## config.mk

```make
export PLATFORM = sky130hd
export DESIGN_NAME = fetch_unit_flat
export DESIGN_NICKNAME = d
export VERILOG_FILES = /design/src/rtl/fetch_unit_pkg.sv /design/src/rtl/fetch_unit_if.sv /design/src/rtl/fetch_unit.sv /design/src/flat_wrapper.sv
export SDC_FILE = /design/constraint.sdc
export NUM_CORES = 1
export LEC_CHECK = 0
export CAP_MARGIN = 5
export CORE_MARGIN = 1
export CORE_UTILIZATION = 46
export CTS_BUF_LIST = sky130_fd_sc_hd__clkbuf_2 sky130_fd_sc_hd__clkbuf_4 sky130_fd_sc_hd__clkbuf_8
export CTS_CLUSTER_DIAMETER = 120
export CTS_CLUSTER_SIZE = 40
export DETAILED_ROUTE_END_ITERATION = 10
export PLACE_DENSITY = 0.82
export SYNTH_ARGS = -nofsm -noshare
export SYNTH_HDL_FRONTEND = slang
export SYNTH_SLANG_ARGS = --single-unit
```

## constraint.sdc

```tcl
create_clock -name clk -period 3.6 [get_ports clk]
set_input_delay 0.36 -clock clk [delete_from_list [all_inputs] [get_ports clk]]
set_output_delay 0.36 -clock clk [all_outputs]
set_load 0.03 [all_outputs]
```

## src/rtl/fetch_unit_pkg.sv

```systemverilog
// Shared fetch-core definitions: word size, NOP encoding, reset address and
// the fetch state encoding.
package fetch_unit_pkg;

  localparam int                XLEN             = 32;
  localparam logic [XLEN-1:0]   NOP_INSTR        = 32'h0000_0013;
  localparam logic [XLEN-1:0]   DEFAULT_RESET_PC = 32'h0000_0000;
  localparam logic [XLEN-1:0]   PC_STEP          = 32'h0000_0004;

  typedef enum logic [1:0] {
    FETCH_ISSUE = 2'b00,
    FETCH_WAIT  = 2'b01,
    FETCH_OUT   = 2'b10,
    FETCH_HALT  = 2'b11
  } fetch_state_e;

  function automatic logic is_word_aligned(input logic [XLEN-1:0] addr);
    return (addr[1:0] == 2'b00);
  endfunction

endpackage

```

## src/rtl/fetch_unit_if.sv

```systemverilog
// Fetch-unit bus bundle: branch redirect, instruction-memory request/response
// and the decode-side handshake.
interface fetch_unit_if;
  import fetch_unit_pkg::*;

  logic            jmp_enable;
  logic [XLEN-1:0] jmp_addr;
  logic            imem_req;
  logic [XLEN-1:0] imem_addr;
  logic            imem_gnt;
  logic            imem_rvalid;
  logic [XLEN-1:0] imem_rdata;
  logic            if_valid;
  logic            if_ready;
  logic [XLEN-1:0] if_instr;
  logic [XLEN-1:0] if_pc;
  logic            misaligned;

  modport master (
    input  jmp_enable, jmp_addr, imem_gnt, imem_rvalid, imem_rdata, if_ready,
    output imem_req, imem_addr, if_valid, if_instr, if_pc, misaligned
  );

  modport slave (
    output jmp_enable, jmp_addr, imem_gnt, imem_rvalid, imem_rdata, if_ready,
    input  imem_req, imem_addr, if_valid, if_instr, if_pc, misaligned
  );

endinterface

```

## src/rtl/fetch_unit.sv

```systemverilog
// Single-outstanding instruction fetch unit: issue, wait for data, present to
// decode, with branch redirect, in-flight discard and misaligned-target halt.
module fetch_unit
  import fetch_unit_pkg::*;
#(
  parameter logic [XLEN-1:0] RESET_PC = DEFAULT_RESET_PC
) (
  input  logic         clk,
  input  logic         rst,
  fetch_unit_if.master bus
);

  fetch_state_e    state_q, state_d;
  logic [XLEN-1:0] pc_q, pc_d;
  logic            discard_q, discard_d;
  logic            req_q, req_d;
  logic            valid_q, valid_d;
  logic [XLEN-1:0] instr_q, instr_d;
  logic [XLEN-1:0] ipc_q, ipc_d;
  logic            misaligned_q, misaligned_d;

  logic            fire_s;
  logic            jmp_ok_s;
  logic            jmp_bad_s;

  // req_q is only ever high while in ISSUE, so it alone qualifies the grant
  assign fire_s    = req_q & bus.imem_gnt;
  assign jmp_ok_s  = bus.jmp_enable & is_word_aligned(bus.jmp_addr);
  assign jmp_bad_s = bus.jmp_enable & ~is_word_aligned(bus.jmp_addr);

  // Next-state, next-pc and output-register computation
  always_comb begin
    state_d      = state_q;
    pc_d         = pc_q;
    discard_d    = discard_q;
    valid_d      = valid_q;
    instr_d      = instr_q;
    ipc_d        = ipc_q;
    misaligned_d = misaligned_q;

    if ((state_q != FETCH_HALT) && jmp_bad_s) begin
      state_d      = FETCH_HALT;
      misaligned_d = 1'b1;
      valid_d      = 1'b0;
      discard_d    = 1'b0;
    end else begin
      case (state_q)
        FETCH_ISSUE: begin
          if (fire_s) begin
            state_d   = FETCH_WAIT;
            discard_d = jmp_ok_s;
          end else begin
            state_d   = FETCH_ISSUE;
          end
          if (jmp_ok_s) begin
            pc_d = bus.jmp_addr;
          end else begin
            pc_d = pc_q;
          end
        end
        FETCH_WAIT: begin
          if (bus.imem_rvalid) begin
            discard_d = 1'b0;
            if (jmp_ok_s) begin
              state_d = FETCH_ISSUE;
              pc_d    = bus.jmp_addr;
            end else if (discard_q) begin
              // pc already holds the redirect target
              state_d = FETCH_ISSUE;
              pc_d    = pc_q;
            end else begin
              state_d = FETCH_OUT;
              valid_d = 1'b1;
              instr_d = bus.imem_rdata;
              ipc_d   = pc_q;
              pc_d    = pc_q + PC_STEP;
            end
          end else begin
            state_d   = FETCH_WAIT;
            discard_d = discard_q | jmp_ok_s;
            if (jmp_ok_s) begin
              pc_d = bus.jmp_addr;
            end else begin
              pc_d = pc_q;
            end
          end
        end
        FETCH_OUT: begin
          if (bus.if_ready || jmp_ok_s) begin
            state_d = FETCH_ISSUE;
            valid_d = 1'b0;
          end else begin
            state_d = FETCH_OUT;
          end
          if (jmp_ok_s) begin
            pc_d = bus.jmp_addr;
          end else begin
            pc_d = pc_q;
          end
        end
        FETCH_HALT: begin
          state_d = FETCH_HALT;
          valid_d = 1'b0;
        end
        default: begin
          state_d = FETCH_HALT;
          valid_d = 1'b0;
        end
      endcase
    end

    req_d = (state_d == FETCH_ISSUE);
  end

  // State, pc, discard flag and registered outputs
  always_ff @(posedge clk or posedge rst) begin
    if (rst) begin
      state_q      <= FETCH_ISSUE;
      pc_q         <= RESET_PC;
      discard_q    <= 1'b0;
      req_q        <= 1'b0;
      valid_q      <= 1'b0;
      instr_q      <= NOP_INSTR;
      ipc_q        <= RESET_PC;
      misaligned_q <= 1'b0;
    end else begin
      state_q      <= state_d;
      pc_q         <= pc_d;
      discard_q    <= discard_d;
      req_q        <= req_d;
      valid_q      <= valid_d;
      instr_q      <= instr_d;
      ipc_q        <= ipc_d;
      misaligned_q <= misaligned_d;
    end
  end

  assign bus.imem_req   = req_q;
  assign bus.imem_addr  = pc_q;
  assign bus.if_valid   = valid_q;
  assign bus.if_instr   = instr_q;
  assign bus.if_pc      = ipc_q;
  assign bus.misaligned = misaligned_q;

endmodule

```

## src/flat_wrapper.sv

```systemverilog
// flat-port wrapper written by rule: the top's interface ports become plain ports
module fetch_unit_flat import fetch_unit_pkg::*;
#(
  parameter logic [XLEN-1:0] RESET_PC = DEFAULT_RESET_PC
)
  (clk, rst, bus_jmp_enable, bus_jmp_addr, bus_imem_gnt, bus_imem_rvalid, bus_imem_rdata, bus_if_ready, bus_imem_req, bus_imem_addr, bus_if_valid, bus_if_instr, bus_if_pc, bus_misaligned);
  fetch_unit_if bus_i ();
  input  logic clk;
  input  logic rst;
  input wire logic [$bits(bus_i.jmp_enable)-1:0] bus_jmp_enable;
  input wire logic [$bits(bus_i.jmp_addr)-1:0] bus_jmp_addr;
  input wire logic [$bits(bus_i.imem_gnt)-1:0] bus_imem_gnt;
  input wire logic [$bits(bus_i.imem_rvalid)-1:0] bus_imem_rvalid;
  input wire logic [$bits(bus_i.imem_rdata)-1:0] bus_imem_rdata;
  input wire logic [$bits(bus_i.if_ready)-1:0] bus_if_ready;
  output wire logic [$bits(bus_i.imem_req)-1:0] bus_imem_req;
  output wire logic [$bits(bus_i.imem_addr)-1:0] bus_imem_addr;
  output wire logic [$bits(bus_i.if_valid)-1:0] bus_if_valid;
  output wire logic [$bits(bus_i.if_instr)-1:0] bus_if_instr;
  output wire logic [$bits(bus_i.if_pc)-1:0] bus_if_pc;
  output wire logic [$bits(bus_i.misaligned)-1:0] bus_misaligned;
  assign bus_i.jmp_enable = bus_jmp_enable;
  assign bus_i.jmp_addr = bus_jmp_addr;
  assign bus_i.imem_gnt = bus_imem_gnt;
  assign bus_i.imem_rvalid = bus_imem_rvalid;
  assign bus_i.imem_rdata = bus_imem_rdata;
  assign bus_i.if_ready = bus_if_ready;
  assign bus_imem_req = bus_i.imem_req;
  assign bus_imem_addr = bus_i.imem_addr;
  assign bus_if_valid = bus_i.if_valid;
  assign bus_if_instr = bus_i.if_instr;
  assign bus_if_pc = bus_i.if_pc;
  assign bus_misaligned = bus_i.misaligned;
  fetch_unit #(.RESET_PC(RESET_PC)) u_core (.clk(clk), .rst(rst), .bus(bus_i));
endmodule
```

# Word-level counts from Yosys, hierarchy flattened

Cells that the tools add are included.

Register bits after elaboration: 102
Input bits: 70
Output and inout port bits: 99
Word-level logic and storage cells: 62

Add/subtract/negate cells: 1
Eq/ne operators: 10
Multiplexer cells: 22
Bitwise gates (word level): 8
Reduce and logical (&&, ||, !) cells: 13

Operator list:

| kind                    | count |
|---|---|
| $mux W32                | 4 |
| $pmux W32 S2            | 1 |
| $add A32 B3 Y32 const B | 1 |
| $mux W2                 | 5 |
| $reduce_and A5 Y1       | 2 |
| $mux W1                 | 9 |
| $pmux W2 S4             | 1 |
| $logic_not A2 Y1        | 3 |
| $ne A3 B1 Y1 const B    | 2 |
| $ne A3 B3 Y1 const B    | 2 |
| $eq A2 B2 Y1 const B    | 2 |
| $ne A4 B4 Y1 const B    | 1 |
| $not A1 Y1              | 4 |
| $reduce_bool A4 Y1      | 1 |
| $and A1 B1 Y1           | 3 |
| $ne A3 B2 Y1 const B    | 1 |
| $pmux W1 S3             | 1 |
| $reduce_and A3 Y1       | 1 |
| $reduce_bool A3 Y1      | 1 |
| $eq A2 B1 Y1 const B    | 1 |
| $ne A2 B2 Y1 const B    | 1 |
| $pmux W1 S2             | 1 |
| $reduce_and A2 Y1       | 1 |
| $reduce_bool A2 Y1      | 1 |
| 4 further kinds         | 4 |

# Depth between registers and ports, before layout

Gate-level depths: netlist of the first run.

Word-level depth: 7
Depth in mapped cells: 7
Mapped depth without buffers: 6

# Worst setup path before layout of the first run

OpenSTA, ideal clock, no wires.

Path kind: register -> register
From: reg u_core.pc_q[6] (netlist: u_core.bus.imem_addr[6])
To: reg u_core.pc_q[18] (netlist: u_core.bus.imem_addr[18])
Library setup time: 0.069 ns
Data arrival time: 1.899 ns
Data required time: 3.531 ns
Path slack: 1.631 ns
Cell stages (with the launch flop): 6
Buffers on the path: 1
Period minus slack after synthesis: 1.969 ns
Cells stage by stage: dfrtp_1 clkbuf_2 nand4_2 or4_4 or4_1 nand3_1

Cells in the longest elaborated chain, start to end: 5

RTL lines:

| element                | line              | RTL |
|---|---|---|
| from (decl)            | fetch_unit.sv:14  | `logic [XLEN-1:0] pc_q, pc_d;` |
| from (signal assigned) | fetch_unit.sv:128 | `pc_q <= pc_d;` |
| $add A32 B3 Y32        | fetch_unit.sv:76  | `pc_d = pc_q + PC_STEP;` |
| $mux W32               | fetch_unit.sv:67  | `end else if (discard_q) begin` |
| $mux W32               | fetch_unit.sv:64  | `if (jmp_ok_s) begin` |
| $mux W32               | fetch_unit.sv:62  | `if (bus.imem_rvalid) begin` |
| $pmux W32 S2           | fetch_unit.sv:47  | `case (state_q)` |

Every way passes these cells. The select of a mux whose other input is x is not followed.
A chain may end at the register's enable or synchronous reset.

# Worst setup path after layout of the first run

From: reg u_core.state_q[0]
To: reg u_core.instr_q[27] (netlist: u_core.bus.if_instr[27])

Cells in the longest elaborated chain, start to end: 4
Elaborated cells on any way between the ends: 5
Classes of those cells: eq/ne (2); bitwise (1); reduce/logical (2)

RTL lines:

| element                         | line              | RTL |
|---|---|---|
| from (decl)                     | fetch_unit.sv:13  | `fetch_state_e state_q, state_d;` |
| from (signal assigned)          | fetch_unit.sv:127 | `state_q <= state_d;` |
| $ne A2 B2 Y1                    | fetch_unit.sv:41  | `if ((state_q != FETCH_HALT) && jmp_bad_s) begin` |
| $logic_and A1 B1 Y1             | fetch_unit.sv:41  |  |
| $not A1 Y1 (no line)            | --                |  |
| $reduce_and A5 Y1 (no line) (*) | --                |  |
| to (signal assigned)            | fetch_unit.sv:132 | `instr_q <= instr_d;` |
| to (decl)                       | fetch_unit.sv:18  | `logic [XLEN-1:0] instr_q, instr_d;` |

Mark *: on every way between the ends. The rest lies on a longest branch, timed or not.

==> reports/qor.yml, run 1 <==
worst_setup_path:
  required_ns: 3.84
  cp_slowest_cell: "or4_2"
  worstSetupPathType: "reg2reg"
  reg2reg_from: "u_core.state_q[0]$_DFF_PP0_"
  slowest_delay_ns: 0.97
  worstPathArrival_ns: 2.81
  path_cells: "nand2_2 > or4_2 > buf_12 > mux2_1"
  path_max_fanout: 40
  reg2reg_slack_ns: 1.03
  worstRegToRegCells: 4
  worstSetupStartpoint: "u_core.state_q[0]$_DFF_PP0_"
  cp-end-kind: "register"
  worst_setup_path_start_kind: "register"
  r2r_end: "u_core.bus.if_instr[27]$_DFFE_PP0P_"
flow_run:
  drv_cap: 0
timing:
  tns_ns: 0
  clock_skew_ns: 0.01138
  rsz0062_at_grt: "no"
  finalHoldViolations: 0
  tightest_slew_ns: 0.8213
  fmax_mhz: 389.1
  slew_headroom: 0.4525
  period_share: 0.7139
  setup_viol: 0
  min_period_ns: 2.570
  slew_viol_final: 0
clock_tree:
  clock_path_buffers: 2
  cts_made_buffers: 9
  hold_buffers: 0
  path_clk_slew_ns: 0.10
  cts_tree: "done"
  cts.sinks: 102
  root_buffer: "clkbuf_8"
  htreeDepth: 3
  post_cts_resized: 0
  postCtsSetupBuffers: 0
  insertion_delay_ns: 0.37
finish:
  final_core_util: 0.6850
  nets: 650
  multiInputGateArea_um2: 2008
  layout.cells.non_filler: 717
  seq_area_um2: 2556
  layout-drive-gt1-share: 0.1336
  syn_to_final_growth_pct: 43.05
  antenna_cells: 0
  fill_cells: 805
placement:
  place_congestion: 0.8182
  dpl.hpwl_mm: 9.012
  placed_cells: 701
  portBuffers: 168
logic_synthesis:
  synthesis.nets: 487
  yosysSeqAreaShare: 0.5436
  ys_types: 54
  ys.flop_type: "dfrtp_1"
  ys_async_sr_fraction: 1.000
  yosysWarnings: 0
  ys_top_cells_by_count: "dfrtp_1 (99), nand2_1 (39), mux2_2 (37), a21oi_1 (26), mux2_1 (24)"
  ys_ff_latch: 102
  syn-cell-area_um2: 4702
  synth_edf_count: 0
  synth_largest_area_cell: "dfrtp_1"
  ys_top_cells_by_area: "dfrtp_1 (53%), mux2_2 (8.9%), mux2_1 (5.7%)"
  synth.top_cell.area_share: 0.5269
  syn_avg_cell_area_um2: 11.30
  synth.most_common_cell: "dfrtp_1"
  syn_inst: 416
global_routing:
  track_usage: 0.2458
  antenna_found_initial: 0
  grt_max_degree: 103
  grt_pass1_vias: 3961
  grt_pass1_wl_mm: 19.76
  grt-ovfl-total: 0
power_and_ir_drop:
  power_mw: 3.211
  power_density_nw_per_um2: 477.3
  vdd_drop_max_mv: 0.2818
  p_leak_nw: 2.915
hold_path:
  hp-class: "in2async"
route:
  routed_wl_mm: 12.67
  first_iter_violations: 205
  firstDrtPassIters: 5
  wl_per_cell_um: 17.67
  drc: 0
  vias_per_cell: 5.728
  ant_nets: 0
  num_vias: 4107
floorplan:
  rows: 36
  initial_core_util: 0.4788
  die_w_um: 103.1
  core_area_um2: 9819
  chipHeight_um: 103.1
  ios: 169
  die-area_um2: 10630
outcome:
  status: "finished, final reports clean"
[layout make-up]
class                           instances  share of cell area
Multi-Input combinational cell        284              0.2985
Sequential cell                       102              0.3800
Clock inverter                          5            0.008743
Inverter                                6            0.003720
Clock buffer                           11             0.02158
Tap cell                              133             0.02474
Timing Repair Buffer                  176              0.2626
[cell families after synthesis]
family          count (synthesis)  share of synthesized area
compound gates                101                     0.1384
mux                            61                     0.1461
fa+ha+maj                       1                   0.002661
buf+inv                        30                    0.02953
flops                         102                     0.5436
simple gates                  121                     0.1397
[worst max path at each step]
stage	to	depth (start not counted)
CTS	u_core.bus.if_instr[27]$_DFFE_PP0P_	4
floorplan	u_core.bus.if_instr[10]$_DFFE_PP0P_	1
global route	u_core.bus.if_instr[27]$_DFFE_PP0P_	4
detailed placement	u_core.bus.if_instr[27]$_DFFE_PP0P_	5
finish	u_core.bus.if_instr[27]$_DFFE_PP0P_	4
global placement	u_core.bus.if_instr[29]$_DFFE_PP0P_	5
[critical path, delay by kind of cell (launching register included)]
| family | cells | cell delay, ns |
|---|---|---|
| multiplexers | 1 | 0.34 |
| AND/OR/NAND/NOR | 2 | 1.15 |
| flip-flops | 1 | 0.63 |
| buffers and inverters | 1 | 0.33 |
[metal layers]
| layer | global-route usage | part of all wire | vias up |
|---|---|---|---|
| met1 | 0.3182 | 0.40 | 2014 |
| met4 | 0.07476 | 0.017 | 0 |
| li1 | - | - | 1874 |
| met5 | 0 | 0 | - |
| met3 | 0.04475 | 0.072 | 18 |
| met2 | 0.4205 | 0.51 | 201 |
[where the power goes]
part | internal, mW | switching (mW) | leakage, nW
registers | 1.30 | 0.190 | 1.35
logic | 0.447 | 0.532 | 1.46
clock network | 0.348 | 0.389 | 0.0990
[state kept, by name, summed over array words and instances, names as in the netlist]
| name | count |
|---|---|
| u_core.bus.if_instr | 32 |
| u_core.bus.if_pc | 32 |
| u_core.bus.imem_addr | 32 |
| u_core.state_q | 2 |
| u_core.bus.if_valid | 1 |
| u_core.bus.imem_req | 1 |
| u_core.bus.misaligned | 1 |
| u_core.discard_q | 1 |
[through the flow]
step | cell area [µm²] | setup WS (ns) | hold slack [ns]
after floorplan | 4702 | 0.5695 | 0.4765
after global placement | 6523 | 0.8132 | 0.4559
after detailed placement | 6523 | 0.7502 | 0.4646
after CTS | 6726 | 1.033 | 0.4869
after global routing | 6726 | 0.8616 | 0.4993
final | 6726 | 1.030 | 0.4595
[placed cells by master, fill, tap and decap left out, types with 3 or more instances in the layout]
| cell type | n |
|---|---|
| a21o_1 | 3 |
| a21oi_1 | 26 |
| a22oi_1 | 4 |
| a2bb2oi_1 | 5 |
| a31oi_1 | 5 |
| a32oi_1 | 3 |
| a41oi_1 | 3 |
| and3_1 | 7 |
| buf_4 | 6 |
| clkbuf_8 | 10 |
| clkdlybuf4s50_1 | 168 |
| dfrtp_1 | 99 |
| dfstp_2 | 3 |
| inv_1 | 5 |
| mux2_1 | 24 |
| mux2_2 | 37 |
| nand2_1 | 39 |
| nand3_1 | 19 |
| nand4_1 | 8 |
| nor2_1 | 17 |
| nor3_1 | 3 |
| nor4_1 | 3 |
| o211ai_1 | 5 |
| o21ai_0 | 22 |
| o22ai_1 | 9 |
| o311ai_0 | 7 |
(Power assumes the default switching activity.)
==> inputs of run 2 (changes only) <==
clock period = 2.7 ns   (was 3.6 ns; I/O delays follow)
==> run 2 against run 1 <==
  * Global-route usage shrank 0.081 points
  * Power grew 34%
  * Combinational power increased by 33%
  * Register-to-register slack got worse by 0.49 ns
  * Final cell count is 0.56% higher
  * Non-clock buffer count grew 4
  * Hold slack got worse by 0.050 ns
  * Setup slack worse by 0.49 ns
  * Clock skew rose by 0.0045 ns
  * Clock power increased by 37%
  * Via count down 1.1%
  * Sequential share of layout area shrank 0.30 points
  * Largest power group unchanged
  * Highest routed layer unchanged
==> reports/qor.yml, run 2 (synthesis gave the netlist of run 1 again) <==
outcome:
  status: "finished, final reports clean"
timing:
  slew_headroom: 0.5970  # +0.1445
  clock_skew_ns: 0.01590  # +0.004526 ns
  min_period_ns: 2.159  # -0.4107 ns
  finalHoldViolations: 0  # unchanged
  rsz0062_at_grt: "no"
  tightest_slew_ns: 0.6045  # -0.2168 ns
  fin_worst_hold_slack_ns: 0.4091  # -0.05033 ns
  fmax_mhz: 463.1  # +19%
  period_share: 0.7997  # +0.08584
  setup_viol: 0  # unchanged
  setup_ws_ns: 0.5408  # -0.4893 ns
  tns_ns: 0  # unchanged
  slew_viol_final: 0  # unchanged
floorplan:
  chipHeight_um: 103.1  # unchanged
  rows: 36  # unchanged
  ios: 169  # unchanged
  die-area_um2: 10630  # unchanged
  initial_core_util: 0.4788  # unchanged
  core_area_um2: 9819  # unchanged
  die_w_um: 103.1  # unchanged
finish:
  layout-drive-gt1-share: 0.1395  # +0.005894
  nets: 654  # +0.62%
  layout.cells.non_filler: 721  # +0.56%
  antenna_cells: 0  # unchanged
  mostFrequentLayoutCells: "clkdlybuf4s50_1 (168), dfrtp_1 (99), nand2_1 (39)"
  layout_commonest_cell: "clkdlybuf4s50_1"
  syn_to_final_growth_pct: 44.20
clock_tree:
  hold_buffers: 0  # unchanged
  post_cts_resized: 0  # unchanged
  postCtsSetupBuffers: 0  # unchanged
  cts_made_buffers: 9  # unchanged
  root_buffer: "clkbuf_8"
  cts.sinks: 102  # unchanged
  insertion_delay_ns: 0.36  # about the same
  cts_tree: "done"
  clock_path_buffers: 2  # unchanged
  htreeDepth: 3  # unchanged
  path_clk_slew_ns: 0.09  # about the same
power_and_ir_drop:
  power_density_nw_per_um2: 634.8  # +33%
  power_mw: 4.304  # +34%
  p_leak_nw: 2.944  # +0.98%
  vdd_drop_max_mv: 0.4808  # +71%
worst_setup_path:
  worst_setup_path_start_kind: "register"
  required_ns: 2.94  # -0.90 ns
  reg2reg_slack_ns: 0.54  # -0.49 ns
  worstPathArrival_ns: 2.40  # -0.41 ns
  reg2reg_from: "u_core.state_q[0]$_DFF_PP0_"
  cp-end-kind: "register"
  path_max_fanout: 50  # +25%
  worstRegToRegCells: 4  # unchanged
  worstSetupPathType: "reg2reg"
  r2r_end: "u_core.bus.if_pc[1]$_DFFE_PP0P_"
global_routing:
  grt-ovfl-total: 0  # unchanged
  grt_pass1_wl_mm: 19.95  # +0.98%
  grt_max_degree: 103  # unchanged
  grt_pass1_vias: 4022  # +1.5%
  antenna_found_initial: 0  # unchanged
  track_usage: 0.2449  # -0.0008100
route:
  firstDrtPassIters: 4  # -1
  ant_nets: 0  # unchanged
  wl_per_cell_um: 17.41  # -1.5%
  vias_per_cell: 5.634  # -1.6%
  drc: 0  # unchanged
  num_vias: 4062  # -1.1%
  first_iter_violations: 185  # -9.8%
  routed_wl_mm: 12.55  # -0.96%
placement:
  portBuffers: 168  # unchanged
  place_congestion: 0.7793  # -4.8%
  dpl.hpwl_mm: 8.854  # -1.8%
  placed_cells: 705  # +0.57%
  preCtsSetupSlack_ns: 0.3478  # -0.4024 ns
hold_path:
  hp-class: "in2async"
flow_run:
  drv_cap: 0  # unchanged
run 2: cell count changes in the layout (fill, tap and decap cells not counted):
| cell | before | now |
|---|---|---|
| clkinv_4 | 1 | 2 |
| buf_12 | 2 | 3 |
| clkbuf_8 | 10 | 11 |
| buf_4 | 6 | 9 |
| inv_4 | 1 | 0 |
| clkinv_2 | 1 | 0 |
run 2: routing by layer:
layer	vias up	wire, µm	GRT usage
li1	1890	-	-
met1	1994	5181	0.3252
met2	164	6380	0.4072
met3	14	845	0.05220
met4	0	143	0.06826
met5	-	0	0
run 2: worst max-delay path by stage:
stage	start	end
3_3_place_gp	bus_imem_rvalid	u_core.bus.if_instr[30]$_DFFE_PP0P_
3_5_place_dp	bus_imem_rvalid	u_core.bus.if_instr[28]$_DFFE_PP0P_
5_1_grt	u_core.state_q[0]$_DFF_PP0_	u_core.bus.imem_addr[28]$_DFFE_PP0P_
2_1_floorplan	u_core.bus.imem_addr[6]$_DFFE_PP0P_	u_core.bus.imem_addr[18]$_DFFE_PP0P_
4_1_cts	u_core.state_q[0]$_DFF_PP0_	u_core.bus.if_pc[1]$_DFFE_PP0P_
6_report	u_core.state_q[0]$_DFF_PP0_	u_core.bus.if_pc[1]$_DFFE_PP0P_
run 2: stage by stage:
step / cell area (µm²) / utilization
CTS: 6780 / 0.6905
global route: 6780 / 0.6905
finish: 6780 / 0.6905
global placement: 6566 / 0.6687
detailed placement: 6566 / 0.6687
floorplan: 4706 / -
run 2: cell type report:
type	count	area [µm²]
timing repair buffer	180	1809
clock inverter	4	55.05
tap	133	166.4
fill	802	3039
sequential	102	2556
inverter	6	26.28
clock buffer	12	158.9
multi-input combinational	284	2008
run 2: worst max-delay path: stages (launching register included):
cell and delay (ns):
dfrtp_1 0.63, nand2_2 0.18, or4_2 0.63, buf_12 0.24
mux2_1 0.34
run 2: power by group:
group	leakage [nW]	internal, mW	switching [mW]
registers	1.35	1.74	0.250
logic	1.49	0.595	0.708
clock network	0.106	0.494	0.517
total	2.94	2.83	1.48
==> inputs of run 3 (changes only) <==
CORE_UTILIZATION = 42   (was 46)
PLACE_DENSITY = 0.79   (was 0.82)
clock period = 1.7 ns   (was 2.7 ns; I/O delays follow)
==> run 3 against run 2 <==
  * The flow now finishes with violations (setup timing)
  * Utilization rose by 1.4 points
  * Setup slack worse by 0.56 ns
  * Non-clock buffer count is 82 higher
  * Cell area grew 13%
  * Via count up 9.7%
  * Wire length up 12%
  * Sequential cell count unchanged
  * Largest cell class unchanged
  * Highest routed layer unchanged
==> reports/qor.yml, run 3 (synthesis gave the netlist of run 1 again) <==
outcome:
  status: "finished, violations left"
  violations: "setup timing"
worst_setup_path:
  worstRegToRegCells: 3  # -1
  slowest_delay_ns: 0.66  # +0.03 ns
  crit_buf_inv: 1  # unchanged
  worst_setup_path_start_kind: "register"
  path_max_fanout: 21  # -58%
  required_ns: 1.96  # -0.98 ns
  worstSetupPathType: "reg2reg"
  cp_slowest_cell: "or4_4"
  path_cells: "or4_4 > buf_12 > mux2_1"
  cp.depth: 3  # -1
  worstPathArrival_ns: 1.98  # -0.42 ns
  crit_family: "simple AND/OR/NAND/NOR gates"
  cp-end-kind: "register"
clock_tree:
  root_buffer: "clkbuf_8"
  htreeDepth: 3  # unchanged
  clock_path_buffers: 2  # unchanged
  cts.sinks: 102  # unchanged
  hold_buffers: 0  # unchanged
  path_clk_slew_ns: 0.11  # +0.02 ns
  cts_made_buffers: 9  # unchanged
  insertion_delay_ns: 0.36  # about the same
  cts_tree: "done"
timing:
  rsz0062_at_grt: "yes"
  period_share: 1.012  # +0.2122
  setup_viol: 7  # +7
  fmax_mhz: 581.3  # +26%
  slew_viol_final: 0  # unchanged
  setup_ws_ns: -0.02028  # -0.5611 ns
  tns_ns: -0.06227  # -0.06227 ns
  clock_skew_ns: 0.008037  # -0.007865 ns
  min_period_ns: 1.720  # -0.4389 ns
  tightest_slew_ns: 0.3642  # -0.2403 ns
  slew_headroom: 0.7565  # +0.1594
  finalHoldViolations: 0  # unchanged
placement:
  portBuffers: 168  # unchanged
  placed_cells: 778  # +10%
  dpl.hpwl_mm: 9.994  # +13%
  place_congestion: 0.8587  # +10%
power_and_ir_drop:
  power_mw: 7.058  # +64%
  power_density_nw_per_um2: 920.5  # +45%
  p_leak_nw: 3.600  # +22%
  vdd_drop_max_mv: 0.5272  # +9.6%
route:
  num_vias: 4457  # +9.7%
  wl_met1_mm: 5.697  # +10%
  vias_per_cell: 5.502  # -2.3%
  maxUsedRoutingLayer: "met4"
  dr_wl_met2_mm: 7.133  # +12%
  routed_wl_mm: 14.11  # +12%
  wl_per_cell_um: 17.42  # about the same
  drc: 0  # unchanged
  firstDrtPassIters: 5  # +1
  first_iter_violations: 189  # +2.2%
  ant_nets: 0  # unchanged
  dr_wl_met3_mm: 1.082  # +28%
global_routing:
  track_usage: 0.2449  # about the same
  antenna_found_initial: 0  # unchanged
  grt_max_degree: 61  # -41%
  grt_pass1_wl_mm: 22.00  # +10%
  grt-ovfl-total: 0  # unchanged
  grt_pass1_vias: 4373  # +8.7%
finish:
  nets: 736  # +13%
  final_core_util: 0.7042  # +0.01371
  mostFrequentLayoutCells: "clkdlybuf4s50_1 (136), buf_4 (81), dfrtp_1 (77)"
  layout-drive-gt1-share: 0.3313  # +0.1919
  layout.cells.non_filler: 810  # +12%
  syn_to_final_growth_pct: 63.07
  antenna_cells: 0  # unchanged
  layout_commonest_cell: "clkdlybuf4s50_1"
floorplan:
  chipHeight_um: 107.8  # +4.6%
  rows: 38  # +5.6%
  initial_core_util: 0.4319  # -0.04699
  die_w_um: 107.8  # +4.6%
  die-area_um2: 11620  # +9.3%
  core_area_um2: 10890  # +11%
  ios: 169  # unchanged
flow_run:
  drv_cap: 0  # unchanged
hold_path:
  hp-class: "in2async"
-- run 3: cell count changes in the layout (fill, tap and decap cells not counted), moves of 6 or more --
cell and change:
buf_4 +72, clkdlybuf4s50_1 -32, dlygate4sd2_1 +26, mux2_1 -23
mux2_4 +23, dfrtp_1 -22, dfrtp_2 +22, dlymetal6s2s_1 +6
-- run 3: layout make-up --
type / instances / area (µm²)
fill: 807 / 3221
sequential: 102 / 2584
timing repair buffer: 262 / 2501
multi-input combinational: 284 / 2192
tap: 140 / 175.2
clock buffer: 10 / 137.6
clock inverter: 6 / 51.30
inverter: 6 / 26.28
-- run 3: where the power goes --
part / switching [mW] / internal [mW]
registers: 0.261 / 2.79
clock network: 0.890 / 0.597
logic: 1.38 / 1.14
total: 2.53 / 4.53
-- run 3: metrics by stage --
stage	area [µm²]	hold WS [ns]	worst slack, ns
2_1_floorplan	4873	0.2865	-0.09984
3_3_place_gp	7266	0.4338	-0.3134
3_5_place_dp	7266	0.4298	-0.3660
4_1_cts	7462	0.03726	-0.001291
5_1_grt	7667	0.02919	-0.05651
6_report	7667	0.04582	-0.02028
-- run 3: timing repair --
item,CTS,global route
pin swaps,2,4
resized for setup,30,23
buffers inserted,3,10
cloned,0,3
endpoints found under the setup margin,32,54
-- run 3: routing by layer --
layer,vias to the layer above,global-route usage
met5,-,0
li1,2049,-
met3,16,0.04419
met1,2181,0.3183
met4,0,0.06556
met2,211,0.4190
-- run 3: worst paths after layout --
check	start	endpoint	slack (ns)
min reg2reg	u_core.bus.misaligned$_DFFE_PP0P_	u_core.bus.misaligned$_DFFE_PP0P_	0.49
min	rst	u_core.bus.if_pc[19]$_DFFE_PP0P_	0.05
max in group asynchronous	rst	u_core.bus.imem_addr[3]$_DFFE_PP0P_	1.10
max reg2reg	u_core.state_q[1]$_DFF_PP0_	u_core.bus.if_instr[22]$_DFFE_PP0P_	-0.02
max	u_core.state_q[1]$_DFF_PP0_	u_core.bus.if_instr[22]$_DFFE_PP0P_	-0.02
min in group clk	bus_jmp_addr[27]	u_core.bus.imem_addr[27]$_DFFE_PP0P_	0.38
